==> config.mk <==
export PLATFORM = sky130hd
export DESIGN_NAME = regfile_read_arbiter
export DESIGN_NICKNAME = d
export VERILOG_FILES = /design/src/rtl/regfile_read_arbiter.sv
export SDC_FILE = /design/constraint.sdc
export NUM_CORES = 1
export LEC_CHECK = 0
export ABC_AREA = 1
export CORE_MARGIN = 3
export CORE_UTILIZATION = 49
export CTS_BUF_LIST = sky130_fd_sc_hd__clkbuf_8
export CTS_CLUSTER_DIAMETER = 150
export DETAILED_ROUTE_END_ITERATION = 8
export GPL_TIMING_DRIVEN = 0
export PLACE_DENSITY = 0.95
export SYNTH_ARGS = -nofsm -noshare
export SYNTH_HDL_FRONTEND = slang
export SYNTH_SLANG_ARGS = --single-unit
export TNS_END_PERCENT = 20
==> constraint.sdc <==
create_clock -name clk -period 7.3 [get_ports clk]
set_input_delay 1.46 -clock clk [delete_from_list [all_inputs] [get_ports clk]]
set_output_delay 1.46 -clock clk [all_outputs]
set_load 0.01 [all_outputs]
==> src/rtl/regfile_read_arbiter.sv <==
// Round-robin arbiter sharing the register file's single 64-bit read port among NREQ requesters,
// with a registered, backpressured response.
module regfile_read_arbiter #(
  parameter int unsigned NREQ     = 4,
  parameter int unsigned IDW      = $clog2(NREQ),
  parameter bit          ZERO_R31 = 1'b1
) (
  input  logic              clk,
  input  logic              reset_n,
  input  logic [NREQ-1:0]   req_valid,
  input  logic [5*NREQ-1:0] req_addr,
  output logic [NREQ-1:0]   req_ready,
  output logic [4:0]        port_sel,
  input  logic [63:0]       port_data,
  output logic              rsp_valid,
  output logic [63:0]       rsp_data,
  output logic [IDW-1:0]    rsp_id,
  output logic [4:0]        rsp_addr,
  input  logic              rsp_ready
);

  logic [IDW-1:0] rr_ptr_q;
  logic           rsp_valid_q;
  logic [63:0]    rsp_data_q;
  logic [IDW-1:0] rsp_id_q;
  logic [4:0]     rsp_addr_q;

  logic           can_issue;
  logic           any_valid;
  logic           grant;
  logic [IDW-1:0] winner;
  logic [IDW-1:0] rr_ptr_next;

  assign can_issue = !rsp_valid_q || rsp_ready;
  // Gated by reset so no handshake can complete while the response register is held clear.
  assign grant     = reset_n && can_issue && any_valid;

  // First valid requester scanning upward from rr_ptr, wrapping modulo NREQ.
  always_comb begin
    int unsigned idx;
    any_valid = 1'b0;
    winner    = '0;
    idx       = 0;
    for (int unsigned k = 0; k < NREQ; k++) begin
      idx = 32'(rr_ptr_q) + k;
      if (idx >= NREQ) begin
        idx = idx - NREQ;
      end
      if (!any_valid && req_valid[IDW'(idx)]) begin
        any_valid = 1'b1;
        winner    = IDW'(idx);
      end
    end
  end

  always_comb begin
    req_ready = '0;
    port_sel  = 5'd0;
    for (int unsigned i = 0; i < NREQ; i++) begin
      if (grant && (winner == IDW'(i))) begin
        req_ready[i] = 1'b1;
        port_sel     = req_addr[5*i +: 5];
      end
    end
  end

  assign rr_ptr_next = (32'(winner) == NREQ - 1) ? '0 : winner + 1'b1;

  always_ff @(posedge clk or negedge reset_n) begin
    if (!reset_n) begin
      rr_ptr_q    <= '0;
      rsp_valid_q <= 1'b0;
      rsp_data_q  <= '0;
      rsp_id_q    <= '0;
      rsp_addr_q  <= '0;
    end else if (grant) begin
      rr_ptr_q    <= rr_ptr_next;
      rsp_valid_q <= 1'b1;
      rsp_data_q  <= (ZERO_R31 && (port_sel == 5'd31)) ? 64'h0 : port_data;
      rsp_id_q    <= winner;
      rsp_addr_q  <= port_sel;
    end else if (can_issue) begin
      rsp_valid_q <= 1'b0;
    end
  end

  assign rsp_valid = rsp_valid_q;
  assign rsp_data  = rsp_data_q;
  assign rsp_id    = rsp_id_q;
  assign rsp_addr  = rsp_addr_q;

endmodule

* Word-level counts from Yosys, hierarchy flattened *
Index checks and enable logic that the tools add are counted.

storage, ports and cells
  bits in registers = 74
  output and inout port bits = 81
  input port bits = 91
  logic and storage cells = 73

cells by class
  multiplexer cells = 32
  magnitude comparators = 8
  $add $sub $neg = 8
  reductions and logical operators = 16
  eq/ne operators = 4

operators with widths
  kind                                                                number
  two-way mux 64 bit                                                  1
  two-way mux 5 bit                                                   4
  two-way mux 2 bit                                                   9
  two-way mux 1 bit                                                   14
  less-than comparator 2 x 3 -> 1 bit (second input constant)         4
  greater-or-equal comparator 3 bit (second input constant)           3
  logical AND 1 bit                                                   9
  binary-select mux 1 bit (select 2 bit)                              4
  subtractor 2 x 1 -> 2 bit (second input constant)                   4
  adder 2 x 2 -> 3 bit (second input constant)                        2
  equality test 5 bit (second input constant)                         1
  equality test 2 bit (second input constant)                         2
  logical NOT 1 bit                                                   4
  adder 2 x 1 -> 3 bit (second input constant)                        1
  greater-or-equal comparator 2 x 3 -> 1 bit (second input constant)  1
  adder 2 x 1 -> 2 bit (second input constant)                        1
  equality test 2 x 1 -> 1 bit (second input constant)                1
  logical NOT 2 bit                                                   1
  nonzero test 2 bit                                                  1
  logical OR 1 bit                                                    1

* Logic depth before layout (Yosys ltp) *
  depth after elaboration = 22
  depth in mapped cells = 22
  gate-level depth less buffers = 20

* Worst setup path after synthesis *
OpenSTA, ideal clock, no wires.

  path type = in2out
  start = in req_valid[2]
  end = out port_sel[4]
  data required time = 5.840 ns
  slack = 2.691 ns
  path buffers = 1
  cell stages on the path = 17
  arrival time = 3.149 ns
  path through = inv_1 nand2_1 nand3_2 nand2_2 nor2_4 a21oi_1 xor2_1 inv_1 nand2_1 inv_1 ha_1 buf_2 nor2_1 nand4_1 nand3_1 nand2_2 nand2_2

on the way
  word-level cells in the longest chain between the ends = 18
  elaborated cells between the ends (all ways) = 35
  classes of those cells = 3 x eq/ne; 20 x mux; 12 x reduce/logical

RTL lines
  what                                     line  RTL
  from (decl)                              10    input logic [NREQ-1:0] req_valid,
  binary-select mux 1 bit (select 2 bit)   49    if (!any_valid && req_valid[IDW'(idx)]) begin
  two-way mux 1 bit (not written as such)  49
  two-way mux 1 bit                        49
  logical NOT 1 bit                        49
  logical AND 1 bit                        49
  two-way mux 1 bit                        49
  logical NOT 1 bit                        49
  logical AND 1 bit                        49
  two-way mux 1 bit                        49
  logical NOT 1 bit                        49
  logical AND 1 bit                        49
  two-way mux 2 bit *                      49
  via winner[0]                            31    logic [IDW-1:0] winner;
  logical NOT 2 bit                        60    if (grant && (winner == IDW'(i))) begin
  logical AND 1 bit                        60
  two-way mux 5 bit (3 in a row)           60
  two-way mux 5 bit *                      60
  to (decl)                                13    output logic [4:0] port_sel,

Mark *: on every way through the listed nets, which the timed path passes. The rest lies on a longest branch. The select of a mux whose other input is x is not followed.

* Worst setup path after layout *
  start = in req_valid[1]
  end = out port_sel[0]

on the way
  word-level cells in the longest chain between the ends = 18
  elaborated cells between the ends (all ways) = 35
  classes of those cells = 3 x eq/ne; 20 x mux; 12 x reduce/logical

RTL lines
  what                                                    line
  binary-select mux 1 bit (select 2 bit)                  49
  two-way mux 1 bit (not written as such)                 49
  two-way mux 1 bit                                       49
  logical NOT 1 bit                                       49
  logical AND 1 bit                                       49
  two-way mux 1 bit                                       49
  logical NOT 1 bit                                       49
  logical AND 1 bit                                       49
  two-way mux 1 bit                                       49
  logical NOT 1 bit                                       49
  logical AND 1 bit                                       49
  two-way mux 2 bit or two-way mux 1 bit (tied branches)  49
  logical NOT 2 bit or logical AND 1 bit (tied branches)  60, 36
  logical AND 1 bit                                       60
  two-way mux 5 bit (3 in a row)                          60
  two-way mux 5 bit *                                     60

Mark *: on every way between the ends. The rest lies on a longest branch, timed or not. The select of a mux whose other input is x is not followed.

==> impl_metrics.tcl <==
set metrics [dict create \
    hp-start "rsp_data[1]" \
    clock_path_buffers 2 \
    async_flop_share_pct 100 \
    fmax_mhz 165 \
    grt_start_max_net_pins 43 \
    ant_nets 0 \
    r2r_start "rr_ptr_q[1]" \
    syn_area_per_cell_um2 8.59 \
    path_class "input port to primary output" \
    synthesis.instances 505 \
    avgViaCountPerCell 5.07 \
    yosysWarnings 0 \
    worstHoldPathType "register to register" \
    ys_types 33 \
    area_growth_pct 48.2 \
    drive_above_1_share_pct 18.1 \
    rows 33 \
    tritoncts "built" \
    power.density_nw_per_um2 445 \
    layout_min_cycle_time_ps 6070 \
    clk_pin_slew_ps 60 \
    worstMarginPinSlew_ps 568 \
    seq_area_frac_synth_pct 42.7 \
    fin_area_um2 6430 \
    clkSinkCount 74 \
    slew_headroom_pct 61.7 \
    cts_setup_buffers 0 \
    io_buffers 171 \
    path_max_fanout 10 \
    hold_viol_final 0 \
    n_fill_cell 589 \
    fin_crit_sh_pct 83.1 \
    cts-hold-fix-buffers 0 \
    dieArea_um2 10000 \
    design.core.area_um2 8420 \
    antenna_found_initial 0 \
    synth_flop_cell "dfrtp_1" \
    netlist_top_cells_area "dfrtp_1 (43%), nand2_1 (20%), o21bai_2 (16%)" \
    track_usage_pct 24.2 \
    place_area_um2 6200 \
    endpoint_kind "primary output" \
    n_antenna_cell 0 \
    synth_area_um2 4340 \
    drc 0 \
    cts_buffers 9 \
    cts-root-buf "clkbuf_8" \
    stdcell_count 797 \
    synth_edf_count 0 \
    fin_util_pct 76.3 \
    die_x_um 100 \
    status "finished, final reports clean" \
    dr_total_vias 4044 \
    grt_overflow 0 \
    first_pass_iters 5 \
    synth_most_common_cell "nand2_1" \
    finClkSkew_ps 9.90 \
    initial_core_util_pct 51.5 \
    drt_iter0_markers 156 \
    power_leakage_nw 3.00 \
    grt_pass1_vias 4166 \
    cp-startpoint "req_valid[1]" \
    wl_per_cell_um 15.1 \
    final_max_slew_viol_count 0 \
    startpoint_type "input port" \
    ios 172 \
    yosysTopAreaCell "dfrtp_1" \
    layout.nets 783 \
    fp.dieH_um 100 \
    grt_pass1_wl_um 19700 \
    finalPower_mw 2.86 \
    synthesis.nets 600 \
    routed_wl_um 12100 \
    dp_cells 782 \
    yosys-top-cells-count "nand2_1 (229), dfrtp_1 (74), o21bai_2 (60)" \
    ir_drop_mv 0.234 \
    ctsResizeCount 0 \
    clk_latency_ps 340 \
    crit_arrival_ps 4610 \
    grt_setup_unrepaired "no" \
    setup_viol 0 \
    fin_setup_tns_ps 0 \
    ys_ff_latch 74 \
    dp_hpwl_um 9330 \
    h-tree-depth 3 \
    gp_congestion 0.857 \
    cap_violations 0 \
    cp_data_required_time_ps 5840 \
    synth.top_cell.area_share_pct 42.7 \
]
## through the flow
| step | setup slack, ps | hold WS, ps |
|---|---|---|
| 2_1_floorplan | 2690 | 515 |
| 3_3_place_gp | -463 | 461 |
| 3_5_place_dp | 1250 | 467 |
| 4_1_cts | 1230 | 486 |
| 5_1_grt | 1010 | 504 |
| 6_report | 1230 | 481 |
## metal layers
layer / GRT usage [%] / up-vias / part of all wire [%]
met5: 0 / - / 0
met4: 6.94 / 0 / 1.6
met3: 4.03 / 21 / 6.8
met2: 44.6 / 161 / 52
met1: 29.0 / 1903 / 40
li1: - / 1959 / -
## worst paths after layout
kind | end | slack (ps) | cells after the start
max | port_sel[0] | 1230 | 14
min | rsp_data[1] | 480 | 2
max reg2reg | rsp_data[62] | 4010 | 17
min reg2reg | rsp_data[1] | 480 | 2
max in group asynchronous | rsp_data[58] | 5650 | 2
min in group asynchronous | rsp_data[47] | 1060 | 1
## final cells by class
type                    count  area [um^2]  area share [%]
multi-input cells         371         2120            33.0
flip-flops and latches     74         1850            28.8
repair buffers            172         1730            26.9
plain buffers              32          256            3.99
well taps                 105          131            2.04
clock buffers               9          124            1.93
clock inverters             6          108            1.67
inverters                  28          105            1.63
## critical path, stage by stage
cell             delay [ps]
clkdlybuf4s50_1         500
nand2_1                  60
nand2_1                 100
nand2_1                  60
and2_4                  160
nand3b_1                170
o21ai_0                 480
ha_1                    280
buf_2                   220
nand4_1                 110
nand2_1                 100
nand2_2                  70
a21oi_4                 240
clkdlybuf4s50_1         590
## where the power goes
group          switching, mW  internal (mW)
sequential             0.129          0.617
combinational          0.914          0.831
clock                  0.148          0.224
total                   1.19           1.67
## sequential cells by signal, indices dropped and copies added, names as in the netlist
name and cells:
rsp_valid 1, rsp_id 2, rr_ptr_q 2, rsp_addr 5, rsp_data 64
## logic make-up after synthesis
group	share of synthesized area [%]
XOR/XNOR	0.202
buffers and inverters	8.34
AND/OR/NAND/NOR	29.3
AO/OA/AOI/OAI	18.3
flip-flops	42.7
adder cells (fa/ha/maj)	1.15
## layout by cell type, fill, tap and decap left out, drive strengths merged, types with 8 or more instances in the layout
cell,n
clkbuf,21
buf,22
nand3,14
clkdlybuf4s50,170
o21bai,64
nand4,16
o21ai,8
inv,28
nor2,10
dfrtp,74
nand2,246
Power figures use the tool's default switching activity.
